File: src/rtl/gigatron_spi_pkg.sv
// Shared definitions for the Gigatron SPI target.
//   CMD_READ_BIT    : command bit that selects a register read burst
//   ID_BYTE_DEFAULT : byte returned on MISO while the command byte is clocked in
//   spi_state_e     : transaction state of the target
package gigatron_spi_pkg;

  localparam int unsigned CMD_READ_BIT    = 7;
  localparam logic [7:0]  ID_BYTE_DEFAULT = 8'hA5;

  typedef enum logic [1:0] {
    StIdle,
    StCmd,
    StWr,
    StRd
  } spi_state_e;

endpackage

File: src/rtl/spi_sync_edge.sv
// Two-flop synchroniser for an asynchronous SPI pin, with an optional third
// flop that turns the synchronised level into single-cycle edge pulses.
//   clk_i  : local oversampling clock
//   rst_i  : asynchronous active-high reset
//   d_i    : asynchronous pin
//   q_o    : synchronised level (2 CLK lag)
//   rise_o : one-CLK pulse on a synchronised 0->1 transition (0 if EdgeDetect=0)
//   fall_o : one-CLK pulse on a synchronised 1->0 transition (0 if EdgeDetect=0)
module spi_sync_edge #(
  parameter bit EdgeDetect = 1'b1,
  parameter bit ResetVal   = 1'b0
) (
  input  logic clk_i,
  input  logic rst_i,
  input  logic d_i,
  output logic q_o,
  output logic rise_o,
  output logic fall_o
);

  logic [1:0] sync_q;

  always_ff @(posedge clk_i or posedge rst_i) begin
    if (rst_i) begin
      sync_q <= {2{ResetVal}};
    end else begin
      sync_q <= {sync_q[0], d_i};
    end
  end

  assign q_o = sync_q[1];

  if (EdgeDetect) begin : g_edge
    logic edge_q;

    always_ff @(posedge clk_i or posedge rst_i) begin
      if (rst_i) begin
        edge_q <= ResetVal;
      end else begin
        edge_q <= sync_q[1];
      end
    end

    assign rise_o = sync_q[1] & ~edge_q;
    assign fall_o = ~sync_q[1] & edge_q;
  end else begin : g_level_only
    assign rise_o = 1'b0;
    assign fall_o = 1'b0;
  end

endmodule

File: src/rtl/gigatron_spi_target.sv
// SPI target (CPHA=0) for the bit-banged master of the Gigatron extension
// CPLD. Exposes a 2**NREGS_LOG2 byte register file over SPI and over a
// parallel host port.
//
// SPI protocol: byte 0 is the command (bit 7 = read, low bits = start
// address) while ID_BYTE is returned; following bytes are written to, or read
// from, consecutive addresses (wrapping).
//
// Ports:
//   clk_i, rst_i          : local clock (>= 8x SCK toggle rate), async reset
//   sck_i, mosi_i, nss_i  : asynchronous SPI pins from the master
//   miso_o, miso_oe_o     : serial data to master, output enable while selected
//   host_addr_i           : host register address
//   host_we_i             : host write strobe (one CLK)
//   host_wdata_i          : host write data
//   host_rdata_o          : regs[host_addr_i], combinational
//   spi_wstb_o            : one-CLK pulse when an SPI write commits
//   spi_waddr_o           : address of the last committed SPI write
module gigatron_spi_target
  import gigatron_spi_pkg::*;
#(
  parameter bit          CPOL       = 1'b0,
  parameter logic [7:0]  ID_BYTE    = ID_BYTE_DEFAULT,
  parameter int unsigned NREGS_LOG2 = 4
) (
  input  logic                  clk_i,
  input  logic                  rst_i,
  input  logic                  sck_i,
  input  logic                  mosi_i,
  input  logic                  nss_i,
  output logic                  miso_o,
  output logic                  miso_oe_o,
  input  logic [NREGS_LOG2-1:0] host_addr_i,
  input  logic                  host_we_i,
  input  logic [7:0]            host_wdata_i,
  output logic [7:0]            host_rdata_o,
  output logic                  spi_wstb_o,
  output logic [NREGS_LOG2-1:0] spi_waddr_o
);

  localparam int unsigned NRegs = 2 ** NREGS_LOG2;

  // ---------------------------------------------------------------------------
  // Pin synchronisation
  // ---------------------------------------------------------------------------
  logic sck_s, sck_rise, sck_fall;
  logic nss_s, nss_rise, nss_fall;
  logic mosi_s, mosi_rise, mosi_fall;

  spi_sync_edge #(
    .EdgeDetect(1'b1),
    .ResetVal  (CPOL)
  ) u_sync_sck (
    .clk_i (clk_i),
    .rst_i (rst_i),
    .d_i   (sck_i),
    .q_o   (sck_s),
    .rise_o(sck_rise),
    .fall_o(sck_fall)
  );

  // nSS resets to 0 so that a master still holding nSS low across a reset does
  // not produce a fresh falling edge: the target stays idle until re-selected.
  spi_sync_edge #(
    .EdgeDetect(1'b1),
    .ResetVal  (1'b0)
  ) u_sync_nss (
    .clk_i (clk_i),
    .rst_i (rst_i),
    .d_i   (nss_i),
    .q_o   (nss_s),
    .rise_o(nss_rise),
    .fall_o(nss_fall)
  );

  spi_sync_edge #(
    .EdgeDetect(1'b0),
    .ResetVal  (1'b0)
  ) u_sync_mosi (
    .clk_i (clk_i),
    .rst_i (rst_i),
    .d_i   (mosi_i),
    .q_o   (mosi_s),
    .rise_o(mosi_rise),
    .fall_o(mosi_fall)
  );

  logic unused_sync;
  assign unused_sync = ^{sck_s, mosi_rise, mosi_fall};

  // Leading edge samples, trailing edge shifts.
  logic sample_edge, shift_edge;
  assign sample_edge = CPOL ? sck_fall : sck_rise;
  assign shift_edge  = CPOL ? sck_rise : sck_fall;

  // ---------------------------------------------------------------------------
  // Transaction state
  // ---------------------------------------------------------------------------
  spi_state_e            state_q, state_d;
  logic [2:0]            cnt_q, cnt_d;
  logic [6:0]            rx_q, rx_d;
  logic [7:0]            tx_q, tx_d;
  logic [NREGS_LOG2-1:0] addr_q, addr_d;
  logic                  oe_q, oe_d;
  logic                  wstb_q, wstb_d;
  logic [NREGS_LOG2-1:0] waddr_q, waddr_d;
  logic [7:0]            regs_q [NRegs];

  logic [7:0]            byte_next;
  logic                  spi_we;

  // The byte as it stands after the current sample edge.
  assign byte_next = {rx_q, mosi_s};

  always_comb begin
    state_d = state_q;
    cnt_d   = cnt_q;
    rx_d    = rx_q;
    tx_d    = tx_q;
    addr_d  = addr_q;
    oe_d    = oe_q;
    wstb_d  = 1'b0;
    waddr_d = waddr_q;
    spi_we  = 1'b0;

    if (nss_rise) begin
      // Deselect drops any partial byte.
      state_d = StIdle;
      oe_d    = 1'b0;
      tx_d    = 8'h00;
      cnt_d   = 3'd0;
    end else if (nss_fall) begin
      state_d = StCmd;
      tx_d    = ID_BYTE;
      cnt_d   = 3'd0;
      oe_d    = 1'b1;
    end else if ((state_q != StIdle) && !nss_s) begin
      if (sample_edge) begin
        rx_d  = byte_next[6:0];
        cnt_d = cnt_q + 3'd1;
        if (cnt_q == 3'd7) begin
          unique case (state_q)
            StCmd: begin
              state_d = byte_next[CMD_READ_BIT] ? StRd : StWr;
              addr_d  = byte_next[NREGS_LOG2-1:0];
            end
            StWr: begin
              spi_we  = 1'b1;
              wstb_d  = 1'b1;
              waddr_d = addr_q;
              addr_d  = addr_q + NREGS_LOG2'(1);
            end
            StRd: begin
              addr_d = addr_q + NREGS_LOG2'(1);
            end
            default: ;
          endcase
        end
      end else if (shift_edge) begin
        if (cnt_q == 3'd0) begin
          // Byte boundary: addr_q already points at the next read address.
          tx_d = (state_q == StRd) ? regs_q[addr_q] : 8'h00;
        end else begin
          tx_d = {tx_q[6:0], 1'b0};
        end
      end
    end
  end

  always_ff @(posedge clk_i or posedge rst_i) begin
    if (rst_i) begin
      state_q <= StIdle;
      cnt_q   <= 3'd0;
      rx_q    <= 7'd0;
      tx_q    <= 8'h00;
      addr_q  <= '0;
      oe_q    <= 1'b0;
      wstb_q  <= 1'b0;
      waddr_q <= '0;
    end else begin
      state_q <= state_d;
      cnt_q   <= cnt_d;
      rx_q    <= rx_d;
      tx_q    <= tx_d;
      addr_q  <= addr_d;
      oe_q    <= oe_d;
      wstb_q  <= wstb_d;
      waddr_q <= waddr_d;
    end
  end

  // ---------------------------------------------------------------------------
  // Register file: an SPI commit beats a host write to the same address.
  // ---------------------------------------------------------------------------
  always_ff @(posedge clk_i or posedge rst_i) begin
    if (rst_i) begin
      for (int i = 0; i < int'(NRegs); i++) begin
        regs_q[i] <= 8'h00;
      end
    end else begin
      if (host_we_i && !(spi_we && (host_addr_i == addr_q))) begin
        regs_q[host_addr_i] <= host_wdata_i;
      end
      if (spi_we) begin
        regs_q[addr_q] <= byte_next;
      end
    end
  end

  assign host_rdata_o = regs_q[host_addr_i];
  assign miso_o       = tx_q[7];
  assign miso_oe_o    = oe_q;
  assign spi_wstb_o   = wstb_q;
  assign spi_waddr_o  = waddr_q;

endmodule

File: config.mk
export PLATFORM = sky130hd
export DESIGN_NAME = gigatron_spi_target
export DESIGN_NICKNAME = d
export VERILOG_FILES = /design/src/rtl/gigatron_spi_pkg.sv /design/src/rtl/spi_sync_edge.sv /design/src/rtl/gigatron_spi_target.sv
export SDC_FILE = /design/constraint.sdc
export NUM_CORES = 1
export LEC_CHECK = 0
export BUFFER_PORTS_ARGS = -buffer_cell sky130_fd_sc_hd__buf_2
export CAP_MARGIN = 0
export CORE_MARGIN = 2
export CORE_UTILIZATION = 63
export CTS_CLUSTER_DIAMETER = 50
export DETAILED_ROUTE_END_ITERATION = 16
export GPL_ROUTABILITY_DRIVEN = 0
export HOLD_SLACK_MARGIN = 0.12
export PLACE_DENSITY = 0.84
export SLEW_MARGIN = 10
export SYNTH_ARGS = -nofsm -noshare
export SYNTH_HDL_FRONTEND = slang
export SYNTH_SLANG_ARGS = --single-unit
File: constraint.sdc
create_clock -name clk_i -period 6.1 [get_ports clk_i]
set_input_delay 0.61 -clock clk_i [delete_from_list [all_inputs] [get_ports clk_i]]
set_output_delay 0.61 -clock clk_i [all_outputs]
set_load 0.01 [all_outputs]
Word-level counts from Yosys, hierarchy flattened:

Cells that the tools add are included.

* register bits: 166
* input bits: 18
* output and inout bits: 15
* word-level logic and storage cells: 117

* $add $sub $neg: 2
* $lt $le $gt $ge: 4
* eq/ne operators: 6
* mux-type cells: 41
* bitwise logic cells: 12
* reduce and logical (&&, ||, !) cells: 23

Operator list (number)
* $bwmux 128: 2
* $mux 128: 2
* $mux 8: 13
* $bmux 8 s4: 2
* $demux 8 s4: 2
* $reduce_bool 3->1: 5
* $mux 2: 6
* $mux 3: 4
* $reduce_and 6->1: 2
* $ge 5x5->1 const B: 2
* $lt 5x1->1 const B: 2
* $not 4->5: 2
* $mux 1: 9
* $pmux 4 s2: 1
* $reduce_and 4->1: 2
* $not 1->1: 6
* $reduce_bool 2->1: 3
* $logic_and 1x1->1: 5
* $add 4x1->4 const B: 1
* $and 1x1->1: 4
* $eq 2x2->1 const B: 2
* $eq 4x4->1: 1
* $add 3x1->3 const B: 1
* $eq 3x3->1 const B: 1
* other kinds (7): 8

Logic depth before layout (Yosys ltp):

Gate-level depths: netlist of run 1.

* depth in word-level cells: 13
* gate-level depth with buffers: 9
* gate-level depth less buffers: 7

Modules after synthesis:

A second synthesis of run 1 with hierarchy kept.

* cell total of the unflattened synthesis: 906
* area, all modules: 9860.7 sq um

By module, submodules not included
* gigatron_spi_target: times used 1, cells each 888, area each 9600.5 sq um, seq. area each 3953.8 sq um
* spi_sync_edge (u_sync_nss ...): times used 2, cells each 6, area each 93.8 sq um, seq. area each 75.1 sq um
* spi_sync_edge (u_sync_mosi): times used 1, cells each 6, area each 72.6 sq um, seq. area each 50.0 sq um

Worst setup path after synthesis of run 1:

Ideal clock, no wire load.

* kind: input to output
* start point: input host_addr_i[0]
* end point: output host_rdata_o[0]
* data arrival time: 2.021 ns
* required time: 5.490 ns
* setup slack: 3.469 ns
* stages: 4
* path buffers: 2
* cell sequence: buf_4 buf_4 mux4_2 mux4_2

* word-level cells in the longest chain between the ends: 4

Ends and longest elaborated chain
* start: declaration: line gigatron_spi_target.sv:33 `input logic [NREGS_LOG2-1:0] host_addr_i,`
* $not 4->5 (implied by the code): line gigatron_spi_target.sv:210 `assign host_rdata_o = regs_q[host_addr_i];`
* $bmux 8 s4: line gigatron_spi_target.sv:210
* $mux 8 (implied by the code) (2 in series): line gigatron_spi_target.sv:210
* end: declaration: line gigatron_spi_target.sv:36 `output logic [7:0] host_rdata_o,`

Every way passes these cells. The select of a mux whose other input is x is not followed.

Worst setup path after layout of run 1:

* start point: input host_addr_i[1]
* end point: output host_rdata_o[7]

Same word-level chain as after synthesis.

==> results of run 1 <==
kinds of logic after synthesis:
| kind of cell | after synthesis | synth area share |
|---|---|---|
| compound gates | 197 | 0.124 |
| mux | 212 | 0.306 |
| xor+xnor | 4 | 0.00351 |
| simple gates | 219 | 0.0971 |
| buf+inv | 88 | 0.0419 |
| flops | 166 | 0.416 |
| fa+ha+maj | 9 | 0.0113 |
worst reg2reg max path, cell delays in order (launching register included):
cell and delay, ns:
dfrtp_1 0.43, inv_1 0.07, ha_1 0.30, nor4b_2 0.31
and2_1 0.71, nand3_1 0.85, nor2_1 0.36, a21oi_1 0.07
cell usage in the layout, fill, tap and decap left out, types with 4 or more instances in the layout:
cell type	n
clkbuf_16	17
buf_2	32
clkbuf_1	4
mux4_2	66
bufinv_16	6
nor2_1	138
nand2_1	16
a21oi_4	15
o21ai_1	10
inv_1	7
ha_1	9
mux2i_1	129
nand2b_1	4
nand3_1	34
buf_4	5
dfrtp_1	165
a22oi_1	16
mux2_1	11
nor2b_1	8
nand4_1	7
mux4_1	6
a211o_1	4
a21oi_1	140
registers in the layout, summed over array words and instances, names as in the netlist:
| register | count |
|---|---|
| tx_q | 8 |
| regs_q | 128 |
| addr_q | 4 |
| rx_q | 7 |
| spi_waddr_o | 4 |
| u_sync_sck.sync_q | 2 |
| cnt_q | 3 |
| u_sync_nss.g_edge.edge_q | 1 |
| u_sync_mosi.sync_q | 2 |
| miso_oe_o | 1 |
| state_q | 2 |
| u_sync_sck.g_edge.edge_q | 1 |
| spi_wstb_o | 1 |
| u_sync_nss.sync_q | 2 |
worst max path at each step:
stage	end
after floorplan	addr_q[0]
after global placement	regs_q[3]
after detailed placement	regs_q[3]
after CTS	host_rdata_o[0]
after global routing	regs_q[56]
final	host_rdata_o[7]
stage by stage:
stage / util / area [µm²] / hold slack [ns] / worst slack, ns
after floorplan: - / 9980 / 0.331 / 1.00
after global placement: 0.641 / 10100 / 0.333 / 2.92
after detailed placement: 0.641 / 10100 / 0.336 / 2.78
after CTS: 0.684 / 10700 / 0.269 / 2.87
after global routing: 0.684 / 10700 / 0.277 / 2.61
final: 0.684 / 10700 / 0.279 / 2.83
power by group:
part	internal [mW]	switching [mW]	total, mW	leakage, nW
clock	0.800	0.433	1.23	0.325
sequential	1.33	0.267	1.59	1.91
combinational	0.382	0.327	0.709	2.04
final cells by class:
class	count	area (µm²)	area share
multi-input cells	641	5410	0.504
flip-flops and latches	166	4160	0.387
clock buffers	24	482	0.0448
well taps	216	270	0.0252
repair buffers	37	198	0.0184
clock inverters	8	193	0.0179
inverters	8	35.0	0.00326
layer usage:
layer | vias up | global-route usage
li1 | 3239 | -
met1 | 3814 | 0.460
met2 | 596 | 0.552
met3 | 155 | 0.115
met4 | 0 | 0.190
met5 | - | 0
cells in the mapped netlist, types with 2 or more instances:
| cell type | n |
|---|---|
| xnor2_1 | 2 |
| ha_1 | 9 |
| nor2b_1 | 8 |
| clkbuf_1 | 41 |
| nand2_1 | 16 |
| o21bai_1 | 2 |
| mux2_1 | 11 |
| o21ai_1 | 10 |
| a21o_1 | 2 |
| o21ai_0 | 2 |
| a221oi_1 | 3 |
| buf_6 | 3 |
| mux4_2 | 66 |
| nand4_1 | 7 |
| buf_2 | 21 |
| and4_1 | 2 |
| xor2_1 | 2 |
| nor2_1 | 138 |
| a22oi_1 | 16 |
| buf_1 | 8 |
| a21oi_4 | 15 |
| mux2i_1 | 129 |
| dfrtp_1 | 166 |
| nand3_1 | 34 |
| mux4_1 | 6 |
| a211o_1 | 4 |
| buf_4 | 6 |
| a21oi_1 | 140 |
| inv_1 | 8 |
| nand2b_1 | 4 |
| and2_1 | 3 |
==> results.cfg, run 1 <==
[cts]
cts_max_path_buffers = 2
clk_latency_ns = 0.44
hold_buffers = 0
path_clk_slew_ns = 0.06
cts_buffers = 17
cts_tree = yes
cts_setup_buffers = 0
clock-root-buffer = clkbuf_16
htreeDepth = 4
ctsResizeCount = 0
clock-sinks = 166

[power_and_ir_drop]
power.density_nw_per_um2 = 329
power_mw = 3.54
peakVddDrop_mv = 0.318
leakage_nw = 4.28

[critical_path]
cp_data_required_time_ns = 5.49
cpPeakStageDelay_ns = 0.76
worstSetupStartpointType = input pin
cp_cell_sequence = buf_2 > mux4_2 > mux4_2 > buf_2
r2r_slack_ns = 2.85
critPathSlowestCell = buf_2
critPathCaptureType = output port
timing.rr.end = regs_q[56]
worstPathArrival_ns = 2.66
crit_fanout = 40
crit_type = input pin to output port
path_buf_inv = 2
crit_family = multiplexers
cp.depth = 4
worst_r2r_path_depth = 7
r2r_start = u_sync_nss.sync_q[1]
critPathLaunch = host_addr_i[1]

[floorplanning]
die_x_um = 130
row_count = 46
core_um2 = 15700
die_h_um = 130
die-area_um2 = 16900
initial_utilization = 0.635
io_pins = 33

[sta]
slew_violations = 0
fin_skew_ns = 0.00526
fmax_mhz = 306
tns_ns = 0
finalHoldViolations = 0
max-slew-margin-rel = 0.133
tightest_slew_ns = 1.30
fin_crit_sh = 0.536
fin_crit_ns = 3.27
rsz0062_at_grt = false
setup_viol = 0

[drt]
first_pass_iters = 6
wl_met1_mm = 10.0
route.top_layer_used = met4
viasPerCell = 7.09
detail_route.iter0.violations = 1129
routedWlPerCell_um = 26.1
drc = 0
drtAntennaViolNets = 0
wl_met2_mm = 13.5
wl_met3_mm = 3.46
routed_wl_mm = 28.7
num_vias = 7804

[synthesis]
synth_largest_area_cell = dfrtp_1
synthArstFlopShare = 1.00
syn_area_um2 = 9980
syn_inst = 895
ys_top_cells_by_area = dfrtp_1 42%, mux4_2 15%, mux2i_1 13%, a21oi_1 7.0%, nor2_1 5.2%
avgSynthCellArea_um2 = 11.2
synth_edf_count = 0
synth-seq-area-share = 0.416
syn_nets = 922
yosysTopAreaCellShare = 0.416
netlist-cell-type-count = 42
synth_flop_cell = dfrtp_1
synth_seq_cells = 166
ys_warn_count = 0

[hold_path]
whs_endpoint = u_sync_mosi.sync_q[0]
hp-start = mosi_i
hp-class = input pin to register
worstHoldPathCells = 1

[placement]
portBuffers = 32
hpwl_mm = 18.4
place_inst = 1068

[global_route]
grt_pass1_vias = 7670
grt_max_degree = 106
grt_overflow = 0
grt_usage = 0.359
antenna_found_initial = 0
grt_first_pass_wirelength_mm = 44.3

[final_layout]
area_growth_pct = 7.62
n_antenna_cell = 0
nNetsFinal = 898
drive_gt1_frac = 0.171
finalNonFillerCells = 1100
fillerInstances = 1103

[job]
drv_cap = 0

[run_status]
status = finished clean
Note: power is estimated with default switching activity, not from simulation.
==> run 2, diff against run 1 <==
- CORE_UTILIZATION: 63 -> 57
- PLACE_DENSITY: 0.84 -> 0.8
- clock period: 6.1 -> 2.9 ns (I/O delays scaled with it)
==> results.cfg, run 2 (synthesized netlist as in run 1, its figures left out) <==
[run_status]
status = finished clean

[drt]
drtAntennaViolNets = 0
drc = 0
num_vias = 7693
first_pass_iters = 6
viasPerCell = 6.76
detail_route.iter0.violations = 964
routedWlPerCell_um = 24.4
routed_wl_mm = 27.8

[global_route]
use_met3 = 0.0779
use_met1 = 0.422
grt_first_pass_wirelength_mm = 43.1
grt_use_met2 = 0.492
grt_max_degree = 106
grt_usage = 0.315
antenna_found_initial = 1
busiest_layer = met2
grt_pass1_vias = 7377
grt_overflow = 0

[critical_path]
crit_type = register to register
cpPeakStageDelay_ns = 0.63
path_buf_inv = 1
cp_data_required_time_ns = 3.18
worstPathArrival_ns = 2.99
worstSetupStartpointType = register
worst_r2r_path_depth = 7
crit_fanout = 16
r2r_slack_ns = 0.20
crit_family = simple AND/OR/NAND/NOR gates
cp_cell_sequence = inv_1 > ha_1 > nor4b_2 > and2_1 > nand3_1 > nor2_1 > a21oi_1
timing.rr.end = regs_q[77]
critPathSlowestCell = nand3_1
r2r_start = u_sync_nss.sync_q[1]
critPathCaptureType = register

[floorplanning]
die_x_um = 136
core_um2 = 17200
die-area_um2 = 18600
row_count = 48
initial_utilization = 0.579
die_h_um = 136
io_pins = 33

[power_and_ir_drop]
power.density_nw_per_um2 = 666
power_mw = 7.34
leakage_nw = 4.41
peakVddDrop_mv = 0.595

[placement]
dp_slack_ns = 0.296
portBuffers = 32
hpwl_mm = 18.4

[cts]
clock-root-buffer = clkbuf_16
cts_max_path_buffers = 2
cts_setup_buffers = 0
hold_buffers = 4
clock-sinks = 166
ctsResizeCount = 0
htreeDepth = 4
cts_tree = yes
cts_buffers = 17
path_clk_slew_ns = 0.07
clk_latency_ns = 0.44

[sta]
fin_ws_ns = 0.198
max-slew-margin-rel = 0.408
slew_violations = 0
tightest_slew_ns = 0.888
rsz0062_at_grt = false
hold_slack_ns = 0.352
fin_skew_ns = 0.00811
fmax_mhz = 370
setup_viol = 0
fin_crit_ns = 2.70
fin_crit_sh = 0.932
tns_ns = 0
finalHoldViolations = 0

[final_layout]
final_common_cell = dfrtp_1
area_growth_pct = 10.4
n_antenna_cell = 0
largest_registers = regs_q x128, tx_q x8, rx_q x7
final_cell_mix = 165 x dfrtp_1, 140 x a21oi_1, 138 x nor2_1
largest_register_ffs = 128
drive_gt1_frac = 0.197
fillerInstances = 1304
nNetsFinal = 927
regMostFlops = regs_q

[hold_path]
worstHoldPathCells = 3
whs_endpoint = regs_q[11]
hp-start = host_wdata_i[3]
hp-class = input pin to register

[job]
drv_cap = 0
run 2: changes by cell type in the layout (fill, tap and decap cells not counted), sizes merged:
cell / delta
clkinv: +6
dlygate4sd3: +4
inv: +2
clkinvlp: +1
buf: +25
clkbuf: -7
bufinv: -2
run 2: per-stage QoR:
stage / instances / area (µm²) / utilization
2_1_floorplan: 895 / 9990 / -
3_3_place_gp: 1102 / 10300 / 0.599
3_5_place_dp: 1102 / 10300 / 0.599
4_1_cts: 1138 / 11000 / 0.639
5_1_grt: 1138 / 11000 / 0.639
6_report: 1138 / 11000 / 0.639
run 2: metal layers:
metal  up-vias  wire length [µm]
li1       3303                 -
met1      3766             10500
met2       516             13300
met3       106              2830
met4         2              1150
met5         -                13
run 2: report_power, final:
part | switching, mW | internal, mW
clock network | 1.03 | 1.46
registers | 0.514 | 2.79
logic | 0.718 | 0.827
total | 2.26 | 5.08
run 2: how the worst max path moves through the flow:
stage,cells after the start,slack (ns),to,startpoint
floorplan,1,0.50,addr_q[0],rst_i
global placement,6,0.46,regs_q[74],u_sync_nss.sync_q[1]
detailed placement,7,0.30,regs_q[77],u_sync_nss.sync_q[1]
CTS,7,0.24,regs_q[77],u_sync_nss.sync_q[1]
global route,7,0.04,regs_q[75],u_sync_nss.sync_q[1]
finish,7,0.20,regs_q[77],u_sync_nss.sync_q[1]
run 2: final cells by class:
type / instances / area (µm²) / area share
clock buffer: 17 / 425 / 0.0386
clock inverter: 15 / 221 / 0.0201
inverter: 8 / 33.8 / 0.00307
multi-input combinational: 641 / 5410 / 0.491
sequential: 166 / 4160 / 0.377
tap: 225 / 282 / 0.0256
timing repair buffer: 66 / 488 / 0.0443
run 2: worst register-to-register path, stage by stage (launching register included):
cell and delay, ns:
dfrtp_1 0.40, inv_1 0.06, ha_1 0.28, nor4b_2 0.27, and2_1 0.56, nand3_1 0.63, nor2_1 0.28, a21oi_1 0.07
